**src/rtl/native2axil_pkg.sv**
```systemverilog
// Shared definitions for the native-to-AXI4-Lite bridge: FSM encoding,
// AXI response codes and the fixed protection value.
package native2axil_pkg;

  typedef enum logic [2:0] {
    ST_IDLE  = 3'd0,
    ST_WRITE = 3'd1,
    ST_WRESP = 3'd2,
    ST_READ  = 3'd3,
    ST_RDATA = 3'd4,
    ST_DONE  = 3'd5
  } state_t;

  localparam logic [1:0] RESP_OKAY   = 2'b00;
  localparam logic [1:0] RESP_EXOKAY = 2'b01;
  localparam logic [1:0] RESP_SLVERR = 2'b10;
  localparam logic [1:0] RESP_DECERR = 2'b11;

  localparam logic [2:0] AXI_PROT_DEFAULT = 3'b000;

  // SLVERR and DECERR both have the upper response bit set.
  function automatic logic is_err_resp(input logic [1:0] resp);
    return (resp == RESP_SLVERR) || (resp == RESP_DECERR);
  endfunction

endpackage

```
**src/rtl/native2axil_adapter.sv**
```systemverilog
// Native request/ready slave port to AXI4-Lite master, one transaction in flight.
// Optional NATIVE2AXIL_ERR_EN adds native_err and a saturating err_count.
module native2axil_adapter
  import native2axil_pkg::*;
#(
  parameter int DATA_WIDTH = 32,
  parameter int ADDR_WIDTH = 32,
  parameter int STRB_WIDTH = DATA_WIDTH / 8
) (
  input  logic                  clk,
  input  logic                  rstn,
  input  logic                  native_valid,
  output logic                  native_ready,
  input  logic [ADDR_WIDTH-1:0] native_addr,
  input  logic [DATA_WIDTH-1:0] native_wdata,
  input  logic [STRB_WIDTH-1:0] native_wstrb,
  output logic [DATA_WIDTH-1:0] native_rdata,
  output logic [ADDR_WIDTH-1:0] m_axil_awaddr,
  output logic [2:0]            m_axil_awprot,
  output logic                  m_axil_awvalid,
  input  logic                  m_axil_awready,
  output logic [DATA_WIDTH-1:0] m_axil_wdata,
  output logic [STRB_WIDTH-1:0] m_axil_wstrb,
  output logic                  m_axil_wvalid,
  input  logic                  m_axil_wready,
  input  logic [1:0]            m_axil_bresp,
  input  logic                  m_axil_bvalid,
  output logic                  m_axil_bready,
  output logic [ADDR_WIDTH-1:0] m_axil_araddr,
  output logic [2:0]            m_axil_arprot,
  output logic                  m_axil_arvalid,
  input  logic                  m_axil_arready,
  input  logic [DATA_WIDTH-1:0] m_axil_rdata,
  input  logic [1:0]            m_axil_rresp,
  input  logic                  m_axil_rvalid,
  output logic                  m_axil_rready
`ifdef NATIVE2AXIL_ERR_EN
  ,
  output logic                  native_err,
  output logic [7:0]            err_count
`endif
);

  state_t                state_q, state_d;
  logic [ADDR_WIDTH-1:0] addr_q, addr_d;
  logic [DATA_WIDTH-1:0] wdata_q, wdata_d;
  logic [STRB_WIDTH-1:0] wstrb_q, wstrb_d;
  logic [DATA_WIDTH-1:0] rdata_q, rdata_d;
  logic                  awvalid_q, awvalid_d;
  logic                  wvalid_q, wvalid_d;
  logic                  arvalid_q, arvalid_d;
  logic                  bready_q, bready_d;
  logic                  rready_q, rready_d;
  logic                  native_ready_q, native_ready_d;
  logic                  aw_done, w_done;

  always_comb begin
    // NOTE: every signal written here is defaulted first, so no path can infer a latch.
    state_d        = state_q;
    addr_d         = addr_q;
    wdata_d        = wdata_q;
    wstrb_d        = wstrb_q;
    rdata_d        = rdata_q;
    awvalid_d      = awvalid_q;
    wvalid_d       = wvalid_q;
    arvalid_d      = arvalid_q;
    bready_d       = bready_q;
    rready_d       = rready_q;
    native_ready_d = 1'b0;
    aw_done        = 1'b0;
    w_done         = 1'b0;

    unique case (state_q)
      ST_IDLE: begin
        if (native_valid) begin
          addr_d  = native_addr;
          wdata_d = native_wdata;
          wstrb_d = native_wstrb;
          if (|native_wstrb) begin
            state_d   = ST_WRITE;
            awvalid_d = 1'b1;
            wvalid_d  = 1'b1;
          end else begin
            state_d   = ST_READ;
            arvalid_d = 1'b1;
          end
        end
      end
      ST_WRITE: begin
        // AW and W complete independently; a dropped valid marks its channel done.
        if (m_axil_awready) awvalid_d = 1'b0;
        if (m_axil_wready)  wvalid_d  = 1'b0;
        aw_done = !awvalid_d;
        w_done  = !wvalid_d;
        if (aw_done && w_done) begin
          state_d  = ST_WRESP;
          bready_d = 1'b1;
        end
      end
      ST_WRESP: begin
        if (m_axil_bvalid) begin
          bready_d       = 1'b0;
          state_d        = ST_DONE;
          native_ready_d = 1'b1;
        end
      end
      ST_READ: begin
        if (m_axil_arready) begin
          arvalid_d = 1'b0;
          rready_d  = 1'b1;
          state_d   = ST_RDATA;
        end
      end
      ST_RDATA: begin
        if (m_axil_rvalid) begin
          rdata_d        = m_axil_rdata;
          rready_d       = 1'b0;
          state_d        = ST_DONE;
          native_ready_d = 1'b1;
        end
      end
      ST_DONE: state_d = ST_IDLE;
      default: state_d = ST_IDLE;
    endcase
  end

  always_ff @(posedge clk or negedge rstn) begin
    if (!rstn) begin
      state_q        <= ST_IDLE;
      addr_q         <= '0;
      wdata_q        <= '0;
      wstrb_q        <= '0;
      rdata_q        <= '0;
      awvalid_q      <= 1'b0;
      wvalid_q       <= 1'b0;
      arvalid_q      <= 1'b0;
      bready_q       <= 1'b0;
      rready_q       <= 1'b0;
      native_ready_q <= 1'b0;
    end else begin
      // NOTE: non-blocking assignments so every flop samples pre-edge values.
      state_q        <= state_d;
      addr_q         <= addr_d;
      wdata_q        <= wdata_d;
      wstrb_q        <= wstrb_d;
      rdata_q        <= rdata_d;
      awvalid_q      <= awvalid_d;
      wvalid_q       <= wvalid_d;
      arvalid_q      <= arvalid_d;
      bready_q       <= bready_d;
      rready_q       <= rready_d;
      native_ready_q <= native_ready_d;
    end
  end

`ifdef NATIVE2AXIL_ERR_EN
  logic       err_q, err_d;
  logic [7:0] err_count_q, err_count_d;

  always_comb begin
    err_d       = 1'b0;
    err_count_d = err_count_q;
    if (state_q == ST_WRESP && m_axil_bvalid && is_err_resp(m_axil_bresp)) err_d = 1'b1;
    if (state_q == ST_RDATA && m_axil_rvalid && is_err_resp(m_axil_rresp)) err_d = 1'b1;
    if (err_d && err_count_q != 8'hFF) err_count_d = err_count_q + 8'd1;
  end

  always_ff @(posedge clk or negedge rstn) begin
    if (!rstn) begin
      err_q       <= 1'b0;
      err_count_q <= 8'd0;
    end else begin
      err_q       <= err_d;
      err_count_q <= err_count_d;
    end
  end

  assign native_err = err_q;
  assign err_count  = err_count_q;
`else
  // Response codes are deliberately ignored in this build.
  logic unused_resp;
  assign unused_resp = ^{m_axil_bresp, m_axil_rresp};
`endif

  assign native_ready   = native_ready_q;
  assign native_rdata   = rdata_q;
  assign m_axil_awaddr  = addr_q;
  assign m_axil_awprot  = AXI_PROT_DEFAULT;
  assign m_axil_awvalid = awvalid_q;
  assign m_axil_wdata   = wdata_q;
  assign m_axil_wstrb   = wstrb_q;
  assign m_axil_wvalid  = wvalid_q;
  assign m_axil_bready  = bready_q;
  assign m_axil_araddr  = addr_q;
  assign m_axil_arprot  = AXI_PROT_DEFAULT;
  assign m_axil_arvalid = arvalid_q;
  assign m_axil_rready  = rready_q;

endmodule

```
**config.mk**
```make
export PLATFORM = sky130hd
export DESIGN_NAME = native2axil_adapter
export DESIGN_NICKNAME = d
export VERILOG_FILES = /design/src/rtl/native2axil_pkg.sv /design/src/rtl/native2axil_adapter.sv
export SDC_FILE = /design/constraint.sdc
export NUM_CORES = 1
export LEC_CHECK = 0
export BUFFER_PORTS_ARGS = -buffer_cell sky130_fd_sc_hd__buf_2
export CAP_MARGIN = 20
export CORE_MARGIN = 1.5
export CORE_UTILIZATION = 47
export CTS_CLUSTER_SIZE = 10
export DETAILED_ROUTE_END_ITERATION = 8
export HOLD_SLACK_MARGIN = 0.15
export PLACE_DENSITY_LB_ADDON = 0.2
export SETUP_SLACK_MARGIN = 0.4
export SLEW_MARGIN = 20
export SYNTH_ARGS = -nofsm -noshare
export SYNTH_HDL_FRONTEND = slang
export SYNTH_SLANG_ARGS = --single-unit
```
**constraint.sdc**
```tcl
create_clock -name clk -period 4.7 [get_ports clk]
set_input_delay 0.47 -clock clk [delete_from_list [all_inputs] [get_ports clk]]
set_output_delay 0.47 -clock clk [all_outputs]
set_load 0.05 [all_outputs]
```
==> flow_summary.toml <==
[cells_and_area]
multi_input_comb_area_um2 = 1390
final.fill_count = 781
final_net_count = 625
num_antenna_cells = 0
flow.area_growth_from_synthesis_pct = 27.5
postLayoutCellArea_um2 = 5740
layout-drive-gt1-share_pct = 68.7
area.sequential_um2 = 2730

[timing]
fin_worst_skew_ns = 0.0111
fin_crit_sh_pct = 46.6
final_period_minus_worst_setup_slack_ns = 2.19
finalSetupTns_ns = 0
finalHoldViolations = 0
max_clock_freq_ghz = 0.457
tightestPinTransition_ns = 0.873
report.final.setup_viol = 0
drv_slew = 0
worst_slew_margin_rel_pct = 41.8
rsz0062_at_grt = "false"

[synth]
synthCells = 299
cell_with_the_most_instances_after_synthesis = "sky130_fd_sc_hd__dfrtp_1"
synth_top_area_share_pct = 60.5
synth_enable_flop_cells = 0
proportion_of_register_bits_with_asynchronous_set_or_reset_after_synthesis_pct = 100
netlist_area_um2 = 4510
yosys_warnings = 0
syn_area_cell_um2 = 15.1
post_synth_num_cell_types = 27
ys.flop_type = "sky130_fd_sc_hd__dfrtp_1"
ys_seq_elements = 109
synth.yosys.seq_area_share_pct = 60.5
synth.area.top_cells = "sky130_fd_sc_hd__dfrtp_1, sky130_fd_sc_hd__mux2_2, sky130_fd_sc_hd__buf_4"
yosys.area.top_type = "sky130_fd_sc_hd__dfrtp_1"
netlist_top_cells_count = "sky130_fd_sc_hd__dfrtp_1, sky130_fd_sc_hd__mux2_2, sky130_fd_sc_hd__buf_4"

[hold_path]
hold_class = "in -> reg"
min_path_cells = 2

[cts]
clkSinkCount = 109
cts_hold_repair_buffers = 1
cts.path.max_buffers = 2
number_of_setup_buffers_added_after_cts = 0
cts-buffers-inserted = 9
worst_setup_hold_path_clk_slew_ns = 0.11
htreeDepth = 3
clk_root_buffer_cell = "sky130_fd_sc_hd__clkbuf_8"
cts.repair.resized = 0
tritoncts = "built"
worst_skew_pair.late_latency_ns = 0.36

[global_route]
grt_use_total_pct = 18.4
grt_first_pass_wirelength_um = 14600
grt_max_degree = 71
grt.overflow.total = 0
grt_antenna_before_repair = 0
vias_in_the_first_global_route = 3020

[run]
max-cap-violations = 0

[worst_setup_path]
critPathTopFamily = "buffers and inverters"
reg2regPathDepth = 3
crit_arrival_ns = 2.42
critical_path_cell_count = 3
cp_num_buf_inv = 1
timing.critical_path.fanout_max = 70
slowest_stage = "sky130_fd_sc_hd__buf_4"
setup.worst_path.end_class = "register"
critical_path.cell_chain = "nor4b_4 > buf_4 > mux2_2"
path_class = "reg -> reg"
cp_data_required_time_ns = 4.93
slowest_delay_ns = 0.70
crit_path_start_kind = "register"

[floorplanning]
die_h_um = 101
die_w_um = 101
floorplan.rows = 35
die-area_um2 = 10200
placeableCoreArea_um2 = 9280
initial_utilization_pct = 48.5
design.portCount = 256

[drt]
drt.antenna.violating_nets = 0
detail_route.vias_per_cell = 4.70
detailedRoute.firstIterationViolations = 75
drc = 0
via_count = 3041
totalWireLength_um = 9470
firstDrtPassIters = 4
drt-wirelength-per-cell_um = 14.6

[place]
post_dp_cell_area_um2 = 5530
buffer_ports.inserted = 245
hpwl_after_detailed_placement_um = 7080
gpl.final_weighted_congestion = 0.752

[outcome]
status = "complete, no violations"
kinds of logic after synthesis:
logic type,count (synthesis),synth area share [%]
and+or+nand+nor,24,3.30
other,1,0.0832
muxes,102,25.4
DFF,109,60.5
AOI/OAI and AO/OA,11,1.55
buffers and inverters,52,9.11
through the flow:
step / setup slack, ns / util [%] / std cells / hold slack [ns]
2_1_floorplan: 3.04 / - / 304 / 0.174
3_3_place_gp: 2.58 / 59.6 / 630 / 0.463
3_5_place_dp: 2.54 / 59.6 / 630 / 0.474
4_1_cts: 2.52 / 61.9 / 647 / 0.305
5_1_grt: 2.39 / 61.9 / 647 / 0.302
6_report: 2.51 / 61.9 / 647 / 0.318
area by class of cell:
cell class | count | share of cell area, %
Clock buffer | 11 | 2.46
Clock inverter | 5 | 1.02
Inverter | 1 | 0.0653
Multi-Input combinational cell | 143 | 24.2
Sequential cell | 109 | 47.5
Tap cell | 129 | 2.81
Timing Repair Buffer | 249 | 22.0
final timing paths:
path,startpoint,to,slack (ns)
max,state_q[0],m_axil_araddr[15],2.51
min,native_wdata[19],m_axil_wdata[19],0.32
max reg2reg,state_q[0],m_axil_araddr[15],2.51
min reg2reg,m_axil_wdata[18],m_axil_wdata[18],0.49
max in group asynchronous,rstn,m_axil_wvalid,2.84
min in group asynchronous,rstn,m_axil_wdata[14],0.64
cells in the final DEF (no fill, tap or decap), types with 2 or more instances in the layout:
cell type | Yosys | final
sky130_fd_sc_hd__a21o_1 | 2 | 2
sky130_fd_sc_hd__a21oi_1 | 2 | 2
sky130_fd_sc_hd__a31oi_1 | 2 | 2
sky130_fd_sc_hd__buf_2 | 1 | 244
sky130_fd_sc_hd__buf_4 | 41 | 4
sky130_fd_sc_hd__clkbuf_8 | 0 | 10
sky130_fd_sc_hd__clkinvlp_4 | 0 | 2
sky130_fd_sc_hd__conb_1 | 1 | 6
sky130_fd_sc_hd__dfrtp_1 | 109 | 109
sky130_fd_sc_hd__mux2_1 | 9 | 9
sky130_fd_sc_hd__mux2_2 | 91 | 91
sky130_fd_sc_hd__mux2i_1 | 2 | 2
sky130_fd_sc_hd__nand2_1 | 3 | 3
sky130_fd_sc_hd__nand2b_1 | 5 | 5
sky130_fd_sc_hd__nand3_1 | 3 | 3
sky130_fd_sc_hd__nand3b_1 | 2 | 2
sky130_fd_sc_hd__nor2_1 | 4 | 3
sky130_fd_sc_hd__nor3_1 | 2 | 2
sky130_fd_sc_hd__o21ai_0 | 3 | 3
sequential cells by signal, indices dropped and copies added, names as in the netlist:
| register | flops |
|---|---|
| native_rdata | 32 |
| state_q | 3 |
| m_axil_wstrb | 4 |
| m_axil_awvalid | 1 |
| m_axil_rready | 1 |
| m_axil_arvalid | 1 |
| m_axil_araddr | 32 |
| native_ready | 1 |
| m_axil_wdata | 32 |
| m_axil_bready | 1 |
| m_axil_wvalid | 1 |
routing by layer:
metal	GRT usage [%]	share of wire, %	up-vias
met4	4.38	0.94	0
met3	6.87	8.0	8
met1	21.8	40	1474
met5	0	0	-
li1	-	-	1421
met2	31.8	51	138
worst register-to-register path, stage by stage, from the launching register on:
cell and delay (ns):
sky130_fd_sc_hd__dfrtp_1 0.57, sky130_fd_sc_hd__nor4b_4 0.31, sky130_fd_sc_hd__buf_4 0.70, sky130_fd_sc_hd__mux2_2 0.49
Power is not shown: default switching activity piles up to over one toggle a cycle in this logic, so the estimate is an artifact.
